===== src/rtl/spi_slave_ram_if.sv =====
`default_nettype none
// +----------------------------------------------------------------------------+
// | Module      : spi_slave_ram_if                                             |
// | Description : SPI slave bridging a serial master to a single-port memory.  |
// |               Every frame is a 2-bit command followed by PAYLOAD_W bits.   |
// |               One clk edge carries one serial bit.                         |
// | Ports       : clk, rst_n (async, active-low)                               |
// |               ss_n, mosi        - serial select / data in                  |
// |               miso              - registered serial data out               |
// |               rx_data, rx_valid - {cmd, payload} strobe to memory          |
// |               tx_data, tx_valid - read data returned by memory             |
// |               err_rd_seq        - read-data without prior read-address     |
// |               err_tx_timeout    - memory did not answer in TX_TIMEOUT      |
// | Revision    : 1.0 - initial release                                        |
// +----------------------------------------------------------------------------+
module spi_slave_ram_if #(
  parameter int PAYLOAD_W  = 8,
  parameter bit MSB_FIRST  = 1'b1,
  parameter int TX_TIMEOUT = 16
) (
  input  logic                 clk,
  input  logic                 rst_n,
  input  logic                 ss_n,
  input  logic                 mosi,
  output logic                 miso,
  output logic [PAYLOAD_W+1:0] rx_data,
  output logic                 rx_valid,
  input  logic [PAYLOAD_W-1:0] tx_data,
  input  logic                 tx_valid,
  output logic                 err_rd_seq,
  output logic                 err_tx_timeout
);

  localparam int FRAME_W    = PAYLOAD_W + 2;
  localparam int c_CNT_W    = $clog2(FRAME_W);
  localparam int c_TX_IDX_W = $clog2(PAYLOAD_W);
  localparam int c_TMO_W    = $clog2(TX_TIMEOUT + 1);

  localparam logic [c_CNT_W-1:0] c_RX_LAST  = c_CNT_W'(FRAME_W - 1);
  localparam logic [c_CNT_W-1:0] c_TX_LAST  = c_CNT_W'(PAYLOAD_W - 1);
  localparam logic [c_CNT_W-1:0] c_CNT_ONE  = c_CNT_W'(1);
  localparam logic [c_TMO_W-1:0] c_TMO_LAST = c_TMO_W'(TX_TIMEOUT - 1);
  localparam logic [c_TMO_W-1:0] c_TMO_ONE  = c_TMO_W'(1);
  localparam logic [1:0]         c_CMD_RADDR = 2'b10;
  localparam logic [1:0]         c_CMD_RDATA = 2'b11;

  typedef enum logic [2:0] {
    S_IDLE    = 3'd0,
    S_RECV    = 3'd1,
    S_WAIT_TX = 3'd2,
    S_SEND    = 3'd3,
    S_HOLD    = 3'd4
  } state_t;

  state_t                 r_state,  w_state_nxt;
  logic [c_CNT_W-1:0]     r_cnt,    w_cnt_nxt;
  logic [c_TMO_W-1:0]     r_tmo,    w_tmo_nxt;
  logic [FRAME_W-1:0]     r_shift,  w_shift_nxt;
  logic [PAYLOAD_W-1:0]   r_tx,     w_tx_nxt;
  logic                   r_raddr_done, w_raddr_done_nxt;
  logic                   r_miso,   w_miso_nxt;
  logic [FRAME_W-1:0]     r_rx_data, w_rx_data_nxt;
  logic                   r_rx_valid, w_rx_valid_nxt;
  logic                   r_err_rd,  w_err_rd_nxt;
  logic                   r_err_tmo, w_err_tmo_nxt;

  // Frame as it will look once the bit on mosi this edge is inserted.
  int                     w_rx_ord;
  logic [c_CNT_W-1:0]     w_rx_pos;
  logic [FRAME_W-1:0]     w_frame;
  logic [1:0]             w_cmd;
  // Serial order of the next miso bit and its position in the data word.
  int                     w_tx_ord;
  logic [c_TX_IDX_W-1:0]  w_tx_pos;

  always_comb begin
    w_rx_ord = int'(r_cnt);
    // Command bits always land at the top; payload direction follows MSB_FIRST.
    if (MSB_FIRST || w_rx_ord < 2) begin
      w_rx_pos = c_CNT_W'(FRAME_W - 1 - w_rx_ord);
    end else begin
      w_rx_pos = c_CNT_W'(w_rx_ord - 2);
    end
    w_frame           = r_shift;
    w_frame[w_rx_pos] = mosi;
    w_cmd             = w_frame[FRAME_W-1 -: 2];

    // Capture edge presents serial bit 0; each SEND edge presents the next.
    if (r_state == S_SEND && int'(r_cnt) < PAYLOAD_W - 1) begin
      w_tx_ord = int'(r_cnt) + 1;
    end else begin
      w_tx_ord = 0;
    end
    if (MSB_FIRST) begin
      w_tx_pos = c_TX_IDX_W'(PAYLOAD_W - 1 - w_tx_ord);
    end else begin
      w_tx_pos = c_TX_IDX_W'(w_tx_ord);
    end
  end

  always_comb begin
    w_state_nxt      = r_state;
    w_cnt_nxt        = r_cnt;
    w_tmo_nxt        = r_tmo;
    w_shift_nxt      = r_shift;
    w_tx_nxt         = r_tx;
    w_raddr_done_nxt = r_raddr_done;
    w_rx_data_nxt    = r_rx_data;
    w_miso_nxt       = 1'b0;
    w_rx_valid_nxt   = 1'b0;
    w_err_rd_nxt     = 1'b0;
    w_err_tmo_nxt    = 1'b0;

    if (r_state != S_IDLE && ss_n) begin
      // Deselect aborts whatever is in flight; raddr_done survives.
      w_state_nxt = S_IDLE;
      w_cnt_nxt   = '0;
      w_tmo_nxt   = '0;
      w_shift_nxt = '0;
    end else begin
      case (r_state)
        S_IDLE: begin
          if (!ss_n) begin
            w_state_nxt = S_RECV;
            w_cnt_nxt   = '0;
            w_shift_nxt = '0;
          end
        end
        S_RECV: begin
          w_shift_nxt = w_frame;
          if (r_cnt == c_RX_LAST) begin
            w_cnt_nxt = '0;
            if (w_cmd != c_CMD_RDATA) begin
              w_rx_data_nxt  = w_frame;
              w_rx_valid_nxt = 1'b1;
              w_state_nxt    = S_HOLD;
              if (w_cmd == c_CMD_RADDR) begin
                w_raddr_done_nxt = 1'b1;
              end
            end else if (r_raddr_done) begin
              w_rx_data_nxt    = w_frame;
              w_rx_valid_nxt   = 1'b1;
              w_raddr_done_nxt = 1'b0;
              w_tmo_nxt        = '0;
              w_state_nxt      = S_WAIT_TX;
            end else begin
              w_err_rd_nxt = 1'b1;
              w_state_nxt  = S_HOLD;
            end
          end else begin
            w_cnt_nxt = r_cnt + c_CNT_ONE;
          end
        end
        S_WAIT_TX: begin
          // tx_valid is checked first so it wins on the expiry edge.
          if (tx_valid) begin
            w_tx_nxt    = tx_data;
            w_miso_nxt  = tx_data[w_tx_pos];
            w_cnt_nxt   = '0;
            w_tmo_nxt   = '0;
            w_state_nxt = S_SEND;
          end else if (r_tmo == c_TMO_LAST) begin
            w_err_tmo_nxt = 1'b1;
            w_tmo_nxt     = '0;
            w_state_nxt   = S_HOLD;
          end else begin
            w_tmo_nxt = r_tmo + c_TMO_ONE;
          end
        end
        S_SEND: begin
          if (r_cnt == c_TX_LAST) begin
            w_cnt_nxt   = '0;
            w_state_nxt = S_HOLD;
          end else begin
            w_cnt_nxt  = r_cnt + c_CNT_ONE;
            w_miso_nxt = r_tx[w_tx_pos];
          end
        end
        S_HOLD: begin
          w_state_nxt = S_HOLD;
        end
        default: begin
          w_state_nxt = S_IDLE;
          w_cnt_nxt   = '0;
          w_tmo_nxt   = '0;
        end
      endcase
    end
  end

  always_ff @(posedge clk or negedge rst_n) begin
    if (!rst_n) begin
      r_state      <= S_IDLE;
      r_cnt        <= '0;
      r_tmo        <= '0;
      r_shift      <= '0;
      r_tx         <= '0;
      r_raddr_done <= 1'b0;
      r_miso       <= 1'b0;
      r_rx_data    <= '0;
      r_rx_valid   <= 1'b0;
      r_err_rd     <= 1'b0;
      r_err_tmo    <= 1'b0;
    end else begin
      r_state      <= w_state_nxt;
      r_cnt        <= w_cnt_nxt;
      r_tmo        <= w_tmo_nxt;
      r_shift      <= w_shift_nxt;
      r_tx         <= w_tx_nxt;
      r_raddr_done <= w_raddr_done_nxt;
      r_miso       <= w_miso_nxt;
      r_rx_data    <= w_rx_data_nxt;
      r_rx_valid   <= w_rx_valid_nxt;
      r_err_rd     <= w_err_rd_nxt;
      r_err_tmo    <= w_err_tmo_nxt;
    end
  end

  assign miso           = r_miso;
  assign rx_data        = r_rx_data;
  assign rx_valid       = r_rx_valid;
  assign err_rd_seq     = r_err_rd;
  assign err_tx_timeout = r_err_tmo;

endmodule
`default_nettype wire


===== config.mk =====
export PLATFORM = sky130hd
export DESIGN_NAME = spi_slave_ram_if
export DESIGN_NICKNAME = d
export VERILOG_FILES = /design/src/rtl/spi_slave_ram_if.sv
export SDC_FILE = /design/constraint.sdc
export NUM_CORES = 1
export LEC_CHECK = 0
export CORE_UTILIZATION = 38
export DETAILED_ROUTE_END_ITERATION = 12
export PLACE_DENSITY = 0.6
export SYNTH_ARGS = -nofsm -noshare
export SYNTH_HDL_FRONTEND = slang
export SYNTH_SLANG_ARGS = --single-unit

===== constraint.sdc =====
create_clock -name clk -period 2.43 [get_ports clk]
set_input_delay 0.486 -clock clk [delete_from_list [all_inputs] [get_ports clk]]
set_output_delay 0.486 -clock clk [all_outputs]
set_load 0.1 [all_outputs]

## Word level (Yosys, flattened, before mapping)

Index checks and enable logic that the tools add are counted.

| cells by class | value |
|---|---|
| $add $sub $neg | 5 |
| multipliers | 0 |
| div/mod/pow operators | 0 |
| magnitude comparators | 4 |
| eq/ne operators | 19 |
| shift-type cells | 0 |
| muxes and demuxes | 55 |
| bitwise logic cells | 1 |
| reduce and logical (&&, ||, !) cells | 15 |

Operators with widths:

| cell | number |
|---|---|
| 10-bit 2-to-1 mux | 4 |
| 5-bit 2-to-1 mux | 6 |
| 3-bit 2-to-1 mux | 9 |
| 1-bit 2-to-1 mux | 22 |
| 4-bit 2-to-1 mux | 5 |
| 10-bit one-hot mux with 2 select lines | 1 |
| 4-bit one-hot mux with 5 select lines | 1 |
| 4-bit AND reduction | 4 |
| 3-bit inequality test, second input constant | 5 |
| 3-bit one-hot mux with 5 select lines | 1 |
| 5-bit one-hot mux with 3 select lines | 1 |
| 10-bit bitwise mux | 1 |
| 1-bit binary-select mux with 3-bit select | 2 |
| 3-bit by 2-bit equality test with 1-bit output, second input constant | 2 |
| 3-bit AND reduction | 2 |
| 3-bit nonzero test | 2 |
| 5-bit by 1-bit adder with 5-bit output, second input constant | 1 |
| 5-bit by 4-bit equality test with 1-bit output, second input constant | 1 |
| 4-bit by 5-bit < comparator with 1-bit output, second input constant | 1 |
| 4-bit by 1-bit adder with 4-bit output, second input constant | 1 |
| 1-bit demux with 4-bit select | 1 |
| 4-bit by 3-bit equality test with 1-bit output, second input constant | 1 |
| 4-bit equality test, second input constant | 1 |
| 4-bit by 1-bit greater-or-equal comparator with 1-bit output, second input constant | 1 |
| other kinds (19) | 23 |

| storage, ports and cells | value |
|---|---|
| register bits | 45 |
| bits in latches | 0 |
| RAM bits | 0 |
| memory bits (read-only) | 0 |
| output and inout bits | 14 |
| memories | 0 |

## Logic depth before layout (Yosys ltp)

Gate-level depths: netlist (run 1).

| logic depth | value |
|---|---|
| word-level depth | 11 |
| depth in mapped cells | 10 |
| depth with buffers taken out | 7 |

## Worst setup path after synthesis (run 1)

Ideal clock, no wire load.

| timing path | value |
|---|---|
| path type | reg-to-reg |
| from | register r_cnt[0] |
| to | register r_rx_data[1] (netlist: rx_data[1]) |
| library setup time | 126 ps |
| arrival time | 2396 ps |
| data required time | 2304 ps |
| setup slack | -92 ps |
| stages on the path, launching flop included | 11 |
| path buffers | 3 |
| clock period less this slack | 2522 ps |
| cell sequence | dfrtp_1 clkbuf_1 buf_1 inv_1 ha_1 nand2b_1 or3b_1 a22o_1 o21a_1 buf_6 mux2_4 |

| on the way | value |
|---|---|
| cells in the longest elaborated chain, start to end | 9 |

Ends and longest elaborated chain:

| item | RTL line | RTL |
|---|---|---|
| from (decl) | 56 | `logic [c_CNT_W-1:0] r_cnt, w_cnt_nxt;` |
| from (signal assigned) | 206 | `r_cnt <= w_cnt_nxt;` |
| 4-bit subtractor | 80 | `w_rx_pos = c_CNT_W'(FRAME_W - 1 - w_rx_ord);` |
| 4-bit by 5-bit < comparator with 1-bit output (not written as such) or 4-bit by 1-bit greater-or-equal comparator with 1-bit output (tied branches) | 85 | `w_frame[w_rx_pos] = mosi;` |
| 1-bit logical AND (not written as such) | 85 |  |
| 1-bit 2-to-1 mux (not written as such) | 85 |  |
| 1-bit demux with 4-bit select | 85 |  |
| 10-bit bitwise mux | 85 |  |
| 2-bit inequality test | 133 | `if (w_cmd != c_CMD_RDATA) begin` |
| 2-bit nonzero test (no line) | -- |  |
| 4-bit AND reduction (no line) | -- |  |
| to (signal assigned) | 212 | `r_rx_data <= w_rx_data_nxt;` |
| to (decl) | 62 | `logic [FRAME_W-1:0] r_rx_data, w_rx_data_nxt;` |

Several ways; a longest one is shown, not always the timed one. The select of a mux whose other input is x is not followed.
A chain may end at the register's enable or synchronous reset.

## Final worst setup path (run 1)

| timing path | value |
|---|---|
| from | register r_cnt[1] |
| to | register r_rx_data[2] (netlist: rx_data[2]) |

Same word-level chain as after synthesis.

==> impl_metrics.env, run 1 <==
export IMPL_num_antenna_cells=0
export IMPL_required_time_at_the_worst_slack_endpoint_ns=2.61
export IMPL_drv_slew=0
export IMPL_post_synth_net_total=270
export IMPL_drive_gt1_share_pct=24.9
export IMPL_worst_setup_path_end_kind="register"
export IMPL_routed_via_count=1962
export IMPL_multiInputGateArea_um2=1310
export IMPL_cts_tree="yes"
export IMPL_grt_use_total_pct=16.9
export IMPL_final_hold_viol_count=0
export IMPL_number_of_flops_mapped_to_enable_cells_by_yosys=0
export IMPL_clock_power_share_pct=30.9
export IMPL_fin_tns_setup_ns=0
export IMPL_grt_first_pass_wirelength_um=9400
export IMPL_total_leakage_power_nw=1.37
export IMPL_netSwitchingFraction_pct=28.0
export IMPL_design_portCount=27
export IMPL_placed_cell_area_um2=2940
export IMPL_cts_resized=0
export IMPL_chipHeight_um=83.3
export IMPL_path_category_of_the_worst_min_delay_check="primary input to asynchronous set/reset pin"
export IMPL_p_per_area_nw_per_um2=485
export IMPL_rows=29
export IMPL_postRouteAntennaNets=0
export IMPL_slew_headroom_pct=66.1
export IMPL_flow_area_growth_from_synthesis_pct=20.4
export IMPL_clk_pin_slew_worst_paths_ns=0.09
export IMPL_timing_worst_slew_pin_value_ns=0.506
export IMPL_cts_sink_count=45
export IMPL_ir_worst_vdd_uv=284
export IMPL_yosys_area_top_type_share_pct=44.8
export IMPL_grt_start_max_net_pins=46
export IMPL_synthesis_instances=250
export IMPL_antenna_violations_before_repair=0
export IMPL_maximum_buffer_depth_of_the_clock_tree=2
export IMPL_dieArea_um2=6940
export IMPL_synthTopCellsByArea="dfrtp_1 (45%), mux2_2 (8.1%), o21ai_0 (5.8%), mux2_4 (4.2%), nand2_1 (3.6%)"
export IMPL_synth_area_leader_cell="dfrtp_1"
export IMPL_path_class="register to register"
export IMPL_worstSkewPairLatency_ns=0.30
export IMPL_avgSynthCellArea_um2=10.1
export IMPL_path_max_fanout=11
export IMPL_nNetsFinal=308
export IMPL_synth_seq_cells=45
export IMPL_critical_path_arrival_ns=2.52
export IMPL_initialDrtViolationCount=105
export IMPL_combPwrFrac_pct=16.5
export IMPL_floorplan_initialDensity_pct=39.6
export IMPL_grt_setup_unrepaired="false"
export IMPL_final_period_minus_worst_setup_slack_ns=2.34
export IMPL_postSynth_asyncResetShare_pct=100
export IMPL_clock_skew_final_ns=0.0126
export IMPL_grt_pass1_vias=1944
export IMPL_post_synth_instance_area_um2=2510
export IMPL_core_um2=6350
export IMPL_final_clock_period_utilization_by_the_worst_path_pct=96.3
export IMPL_yosysUniqueCellTypes=47
export IMPL_synthFlopType="dfrtp_1"
export IMPL_layout_area_seq_um2=1130
export IMPL_portBuffers=26
export IMPL_total_switching_power_uw=411
export IMPL_setup_viol=0
export IMPL_die_w_um=83.3
export IMPL_drc=0
export IMPL_dp_hpwl_um=3810
export IMPL_h_tree_levels=2
export IMPL_overflow=0
export IMPL_fill_cells=603
export IMPL_synth_yosys_warnings=0
export IMPL_drtPass1Iterations=4
export IMPL_run_status="completed"
export IMPL_seq_area_frac_synth_pct=44.8
export IMPL_hold_buffers=0
export IMPL_wl_per_cell_um=14.9
export IMPL_route_detailed_vias_per_inst=5.36
export IMPL_intPower_mw=1.06
export IMPL_setup_worst_path_start_class="register"
export IMPL_number_of_max_capacitance_violations_reported=0
export IMPL_power_frac_seq_pct=52.6
export IMPL_place_congestion=0.823
export IMPL_cts_made_buffers=5
export IMPL_clock_root_buffer_master="clkbuf_8"
export IMPL_max_freq_mhz=427
export IMPL_cts_post_setup_buffers_inserted=0
export IMPL_postRouteWirelength_um=5470
export IMPL_final_cell_area_um2=3030
worst paths after layout:
path                                        to  depth (start not counted)  slack, ns  startpoint
worst max-delay path                rx_data[2]                          8       0.09    r_cnt[1]
worst max register to register      rx_data[2]                          8       0.09    r_cnt[1]
worst min-delay path                   r_tx[1]                          2       0.15       rst_n
max in group asynchronous           r_shift[8]                          2       2.06       rst_n
min in group clk                err_tx_timeout                          1       0.46    r_tmo[4]
worst min register to register  err_tx_timeout                          1       0.46    r_tmo[4]
layer usage:
metal	GRT usage, %	part of all wire, %
met1	23.5	50
met4	5.80	1.2
met5	0	0
met2	26.1	46
met3	3.58	3.0
sequential cells by signal, indices dropped and copies added, names as in the netlist:
| signal | cells |
|---|---|
| err_rd_seq | 1 |
| err_tx_timeout | 1 |
| miso | 1 |
| r_cnt | 4 |
| r_raddr_done | 1 |
| r_shift | 10 |
| r_state | 3 |
| r_tmo | 5 |
| r_tx | 8 |
| rx_data | 10 |
| rx_valid | 1 |
through the flow:
stage | hold slack (ns) | utilization, % | setup WS [ns] | cells | power (mW)
2_1_floorplan | 0.190 | - | 0.00683 | 250 | 0.928
3_3_place_gp | 0.452 | 46.3 | 0.00472 | 358 | 1.03
3_5_place_dp | 0.456 | 46.3 | -0.0269 | 358 | 1.03
4_1_cts | 0.156 | 47.6 | 0.0608 | 366 | 1.50
5_1_grt | 0.158 | 47.6 | 0.00939 | 366 | 1.55
6_report | 0.147 | 47.6 | 0.0891 | 366 | 1.47
cell usage after synthesis, types with 5 or more instances:
cell	instances
dfrtp_1	45
o21ai_0	29
nand2_1	24
mux2_2	18
a21oi_1	16
clkbuf_1	12
nor2_1	9
ha_1	7
mux2_4	7
nand3_1	7
inv_1	5
mux2i_1	5
nand2b_1	5
nor2b_1	5
final cells by class:
| cell class | count | area share [%] |
|---|---|---|
| Tap cell | 77 | 3.18 |
| Clock inverter | 2 | 0.331 |
| Inverter | 5 | 0.620 |
| Sequential cell | 45 | 37.2 |
| Clock buffer | 6 | 2.40 |
| Timing Repair Buffer | 46 | 13.1 |
| Multi-Input combinational cell | 185 | 43.2 |
worst max-delay path, stage by stage (launching register included):
cell and delay, ns:
dfrtp_1 0.38, inv_2 0.06, ha_1 0.32, nand2b_1 0.17
or3b_1 0.40, a22o_1 0.24, o21a_1 0.20, buf_12 0.16
mux2_4 0.29
cell families (layout without fill, tap and decap cells):
logic type / count (synthesis) / after routing / synth area share [%]
AOI/OAI and AO/OA: 74 / 74 / 18.2
xor gates and xnor gates: 4 / 4 / 1.39
adders and majority gates: 7 / 7 / 3.48
buffers and inverters: 20 / 59 / 3.33
DFF: 45 / 45 / 44.8
muxes: 30 / 30 / 14.2
and+or+nand+nor: 70 / 70 / 14.6
power by group through the flow:
stage	Sequential, mW	Combinational (mW)	Clock, mW
after floorplan	0.780	0.148	0
after global placement	0.786	0.241	0
after detailed placement	0.787	0.242	0
after CTS	0.772	0.244	0.482
after global routing	0.774	0.270	0.509
final	0.772	0.242	0.454
cells in the final DEF (no fill, tap or decap), types with 4 or more instances in the layout:
master	Yosys	layout
a21oi_1	16	16
mux2_4	7	7
mux2_2	18	18
xnor2_1	4	4
inv_1	5	4
o21a_1	4	4
clkdlybuf4s50_1	0	11
ha_1	7	6
clkbuf_8	0	5
nor2b_1	5	5
nand3_1	7	7
nand2_1	24	24
mux2i_1	5	5
buf_4	0	32
nand2b_1	5	5
nor2_1	9	9
o21ai_0	29	28
a22oi_1	4	4
dfrtp_1	45	45
Note: power is estimated with default switching activity, not from simulation.
==> run 2: changes to the inputs <==
Settings changed: PLACE_DENSITY 0.6 to unset, PLACE_DENSITY_LB_ADDON set to 0.12, TNS_END_PERCENT set to 100.
==> impl_metrics.env, run 2 (same netlist as run 1, synthesis figures left out) <==
export IMPL_ir_worst_vdd_uv=224
export IMPL_postRouteWirelength_um=5390
export IMPL_setup_slack_ns=0.116
export IMPL_dieArea_um2=6940
export IMPL_timing_worst_slew_pin_value_ns=0.568
export IMPL_grt_pass1_vias=1967
export IMPL_portBuffers=26
export IMPL_required_time_at_the_worst_slack_endpoint_ns=2.62
export IMPL_chipHeight_um=83.3
export IMPL_rows=29
export IMPL_dp_cells=359
export IMPL_filler_free_cell_count_of_the_finished_design=366
export IMPL_final_cell_area_um2=3060
export IMPL_place_congestion=0.776
export IMPL_most_common_layout_cells="dfrtp_1 (45), buf_4 (34), o21ai_0 (28)"
export IMPL_floorplan_initialDensity_pct=39.6
export IMPL_dp_worst_setup_slack_ns=-0.0597
export IMPL_rr_worst_depth=8
export IMPL_maximum_buffer_depth_of_the_clock_tree=2
export IMPL_postRouteAntennaNets=0
export IMPL_final_hold_viol_count=0
export IMPL_clock_root_buffer_master="clkbuf_8"
export IMPL_initialDrtViolationCount=62
export IMPL_mostFrequentLayoutCell="dfrtp_1"
export IMPL_path_category_of_the_worst_min_delay_check="primary input to asynchronous set/reset pin"
export IMPL_flow_area_growth_from_synthesis_pct=21.7
export IMPL_path_class="register to register"
export IMPL_slew_headroom_pct=62.1
export IMPL_final_period_minus_worst_setup_slack_ns=2.31
export IMPL_worstSkewPairLatency_ns=0.30
export IMPL_setup_viol=0
export IMPL_wl_per_cell_um=14.7
export IMPL_grt_start_max_net_pins=46
export IMPL_core_um2=6350
export IMPL_placed_cell_area_um2=2940
export IMPL_final_clock_period_utilization_by_the_worst_path_pct=95.2
export IMPL_num_antenna_cells=0
export IMPL_report_power_total_mw=1.57
export IMPL_clk_pin_slew_worst_paths_ns=0.08
export IMPL_cts_made_buffers=5
export IMPL_grt_use_total_pct=16.9
export IMPL_setup_worst_path_start_class="register"
export IMPL_p_per_area_nw_per_um2=512
export IMPL_cts_tree="yes"
export IMPL_dp_hpwl_um=3740
export IMPL_path_max_fanout=11
export IMPL_antenna_violations_before_repair=0
export IMPL_drc=0
export IMPL_critical_path_arrival_ns=2.50
export IMPL_routed_via_count=1965
export IMPL_worst_setup_path_end_kind="register"
export IMPL_max_freq_mhz=432
export IMPL_fin_tns_setup_ns=0
export IMPL_grt_setup_unrepaired="false"
export IMPL_drive_gt1_share_pct=26.0
export IMPL_drtPass1Iterations=4
export IMPL_hold_buffers=0
export IMPL_grt_first_pass_wirelength_um=9480
export IMPL_number_of_max_capacitance_violations_reported=0
export IMPL_clock_skew_final_ns=0.00788
export IMPL_total_leakage_power_nw=1.39
export IMPL_run_status="completed"
export IMPL_die_w_um=83.3
export IMPL_h_tree_levels=2
export IMPL_drv_slew=0
export IMPL_cts_sink_count=45
export IMPL_design_portCount=27
export IMPL_overflow=0
export IMPL_nNetsFinal=309
export IMPL_route_detailed_vias_per_inst=5.37
[run 2: cell count changes in the layout (fill, tap and decap cells not counted), sizes merged]
cell    change
clkinv      -1
bufinv      +1
clkbuf      -1
buf         +1
[run 2: final timing paths]
path / startpoint / end / slack (ns)
max in group asynchronous: rst_n / r_cnt[1] / 1.78
min in group clk: r_tmo[4] / err_tx_timeout / 0.47
max reg2reg: r_cnt[1] / rx_data[2] / 0.12
min: rst_n / r_tx[5] / 0.26
min reg2reg: r_tmo[4] / err_tx_timeout / 0.47
max: r_cnt[1] / rx_data[2] / 0.12
[run 2: layout make-up]
class                      count  area [µm²]
clock buffer                   5        68.8
clock inverter                 2        35.0
fill                         572        3290
inverter                       5        18.8
multi-input combinational    185        1320
sequential                    45        1130
tap                           77        96.3
timing repair buffer          47         390
[run 2: layer usage]
layer | global-route usage [%] | share of wire (%)
met5 | 0 | 0
met4 | 5.17 | 1.2
met3 | 3.38 | 2.6
met2 | 26.2 | 44
met1 | 23.8 | 52
[run 2: worst max-delay path: stages, from the launching register on]
cell and delay, ns:
dfrtp_1 0.35, inv_1 0.07, ha_1 0.34, nand2b_1 0.18, or3b_4 0.39, a22o_1 0.23
o21a_1 0.20, buf_12 0.15, mux2_4 0.29
[run 2: timing repair]
action,4_1_cts,5_1_grt
buffers inserted,0,0
resized for setup,0,4
endpoints found under the setup margin,0,13
endpoints found under the hold margin,0,0
[run 2: per-stage QoR]
stage / hold WS, ns / util (%)
after floorplan: 0.190 / -
after global placement: 0.454 / 46.3
after detailed placement: 0.454 / 46.3
after CTS: 0.291 / 47.9
after global routing: 0.322 / 48.2
final: 0.261 / 48.2
[run 2: power breakdown]
part | internal, mW | leakage, nW | switching (mW)
sequential | 0.759 | 0.626 | 0.0123
clock | 0.299 | 0.0540 | 0.250
combinational | 0.0990 | 0.708 | 0.146
total | 1.16 | 1.39 | 0.409
==> run 3: changes to the inputs <==
Settings changed: REMOVE_ABC_BUFFERS set to 1.
==> impl_metrics.env, run 3 (same netlist as run 1, synthesis figures left out) <==
export IMPL_antenna_violations_before_repair=0
export IMPL_final_cell_area_um2=3060
export IMPL_wl_per_cell_um=14.8
export IMPL_grt_start_max_net_pins=46
export IMPL_cts_resized=0
export IMPL_worstSkewPairLatency_ns=0.30
export IMPL_postRouteWirelength_um=5430
export IMPL_grt_pass1_vias=1910
export IMPL_overflow=0
export IMPL_route_detailed_vias_per_inst=5.37
export IMPL_final_hold_viol_count=0
export IMPL_startpoint="r_cnt[1]"
export IMPL_path_class="register to register"
export IMPL_power_frac_seq_pct=51.6
export IMPL_maximum_buffer_depth_of_the_clock_tree=2
export IMPL_drv_slew=0
export IMPL_design_portCount=27
export IMPL_chipHeight_um=83.3
export IMPL_path_max_fanout=11
export IMPL_max_freq_mhz=435
export IMPL_intPower_mw=1.07
export IMPL_grt_setup_unrepaired="false"
export IMPL_setup_worst_path_start_class="register"
export IMPL_clock_power_share_pct=31.0
export IMPL_netSwitchingFraction_pct=28.4
export IMPL_hold_buffers=0
export IMPL_dp_cells=360
export IMPL_clk_pin_slew_worst_paths_ns=0.09
export IMPL_drc=0
export IMPL_multiInputGateArea_um2=1340
export IMPL_timing_worst_slew_pin_value_ns=0.592
export IMPL_p_per_area_nw_per_um2=486
export IMPL_total_switching_power_uw=422
export IMPL_reg2reg_from="r_cnt[1]"
export IMPL_portBuffers=26
export IMPL_flow_area_growth_from_synthesis_pct=21.6
export IMPL_run_status="completed"
export IMPL_routed_via_count=1976
export IMPL_drtPass1Iterations=5
export IMPL_place_congestion=0.778
export IMPL_layout_area_seq_um2=1130
export IMPL_cts_tree="yes"
export IMPL_combPwrFrac_pct=17.4
export IMPL_grt_first_pass_wirelength_um=9270
export IMPL_worst_setup_path_end_kind="register"
export IMPL_die_w_um=83.3
export IMPL_rows=29
export IMPL_final_clock_period_utilization_by_the_worst_path_pct=94.5
export IMPL_final_period_minus_worst_setup_slack_ns=2.30
export IMPL_final_hold_worst_slack_ns=0.271
export IMPL_number_of_max_capacitance_violations_reported=0
export IMPL_cts_made_buffers=5
export IMPL_total_leakage_power_nw=1.39
export IMPL_drive_gt1_share_pct=26.5
export IMPL_floorplan_initialDensity_pct=39.6
export IMPL_report_power_total_mw=1.49
export IMPL_dieArea_um2=6940
export IMPL_path_category_of_the_worst_min_delay_check="primary input to asynchronous set/reset pin"
export IMPL_clock_root_buffer_master="clkbuf_8"
export IMPL_num_antenna_cells=0
export IMPL_dp_hpwl_um=3790
export IMPL_mostFrequentLayoutCell="dfrtp_1"
export IMPL_setup_viol=0
export IMPL_slew_headroom_pct=60.5
export IMPL_core_um2=6350
export IMPL_most_common_layout_cells="dfrtp_1 (45), buf_4 (35), o21ai_0 (28)"
export IMPL_cts_sink_count=45
export IMPL_grt_use_total_pct=16.5
export IMPL_placed_cell_area_um2=2940
export IMPL_required_time_at_the_worst_slack_endpoint_ns=2.61
export IMPL_filler_free_cell_count_of_the_finished_design=368
export IMPL_fill_cells=612
export IMPL_initialDrtViolationCount=112
export IMPL_critical_path_arrival_ns=2.48
export IMPL_nNetsFinal=310
export IMPL_h_tree_levels=2
export IMPL_ir_worst_vdd_uv=335
export IMPL_clock_skew_final_ns=0.00645
export IMPL_postRouteAntennaNets=0
export IMPL_cts_post_setup_buffers_inserted=0
run 3: path summary, 6_finish.rpt:
| check | endpoint | slack, ns | cells after the start |
|---|---|---|---|
| worst max-delay path | rx_data[6] | 0.13 | 8 |
| worst min register to register | err_tx_timeout | 0.47 | 1 |
| worst min-delay path | r_tx[1] | 0.27 | 2 |
| worst max register to register | rx_data[6] | 0.13 | 8 |
| max in group asynchronous | r_shift[1] | 1.76 | 2 |
| min in group clk | err_tx_timeout | 0.47 | 1 |
run 3: stage by stage:
step,TNS (ns),util [%],worst slack [ns]
after floorplan,0,-,0.0542
after global placement,-0.0345,46.3,-0.0309
after detailed placement,-0.115,46.3,-0.0841
after CTS,0,47.6,0.0509
after global routing,0,48.1,0.0253
final,0,48.1,0.133
run 3: power groups by stage:
stage | registers (mW) | clock network [mW] | logic [mW]
2_1_floorplan | 0.797 | 0 | 0.118
3_3_place_gp | 0.782 | 0 | 0.251
3_5_place_dp | 0.783 | 0 | 0.250
4_1_cts | 0.767 | 0.479 | 0.252
5_1_grt | 0.769 | 0.510 | 0.289
6_report | 0.767 | 0.460 | 0.259
run 3: area by class of cell:
cell class | count | area share (%)
Sequential cell | 45 | 36.8
Clock buffer | 6 | 2.37
Clock inverter | 2 | 0.327
Inverter | 5 | 0.614
Tap cell | 77 | 3.15
Timing Repair Buffer | 48 | 13.0
Multi-Input combinational cell | 185 | 43.7
run 3: per-layer routing:
layer | wire length (µm) | global-route usage, % | vias up
li1 | - | - | 984
met1 | 2840 | 24.2 | 952
met2 | 2330 | 24.7 | 35
met3 | 211 | 3.28 | 5
met4 | 39 | 4.70 | 0
met5 | 0 | 0 | -
run 3: worst max-delay path, cell delays in order, from the launching register on:
cell and delay (ns):
dfrtp_1 0.39, inv_1 0.14, ha_4 0.23, nand2b_1 0.15, or3b_4 0.39, a22o_1 0.23
o21a_1 0.20, buf_12 0.16, mux2_4 0.29
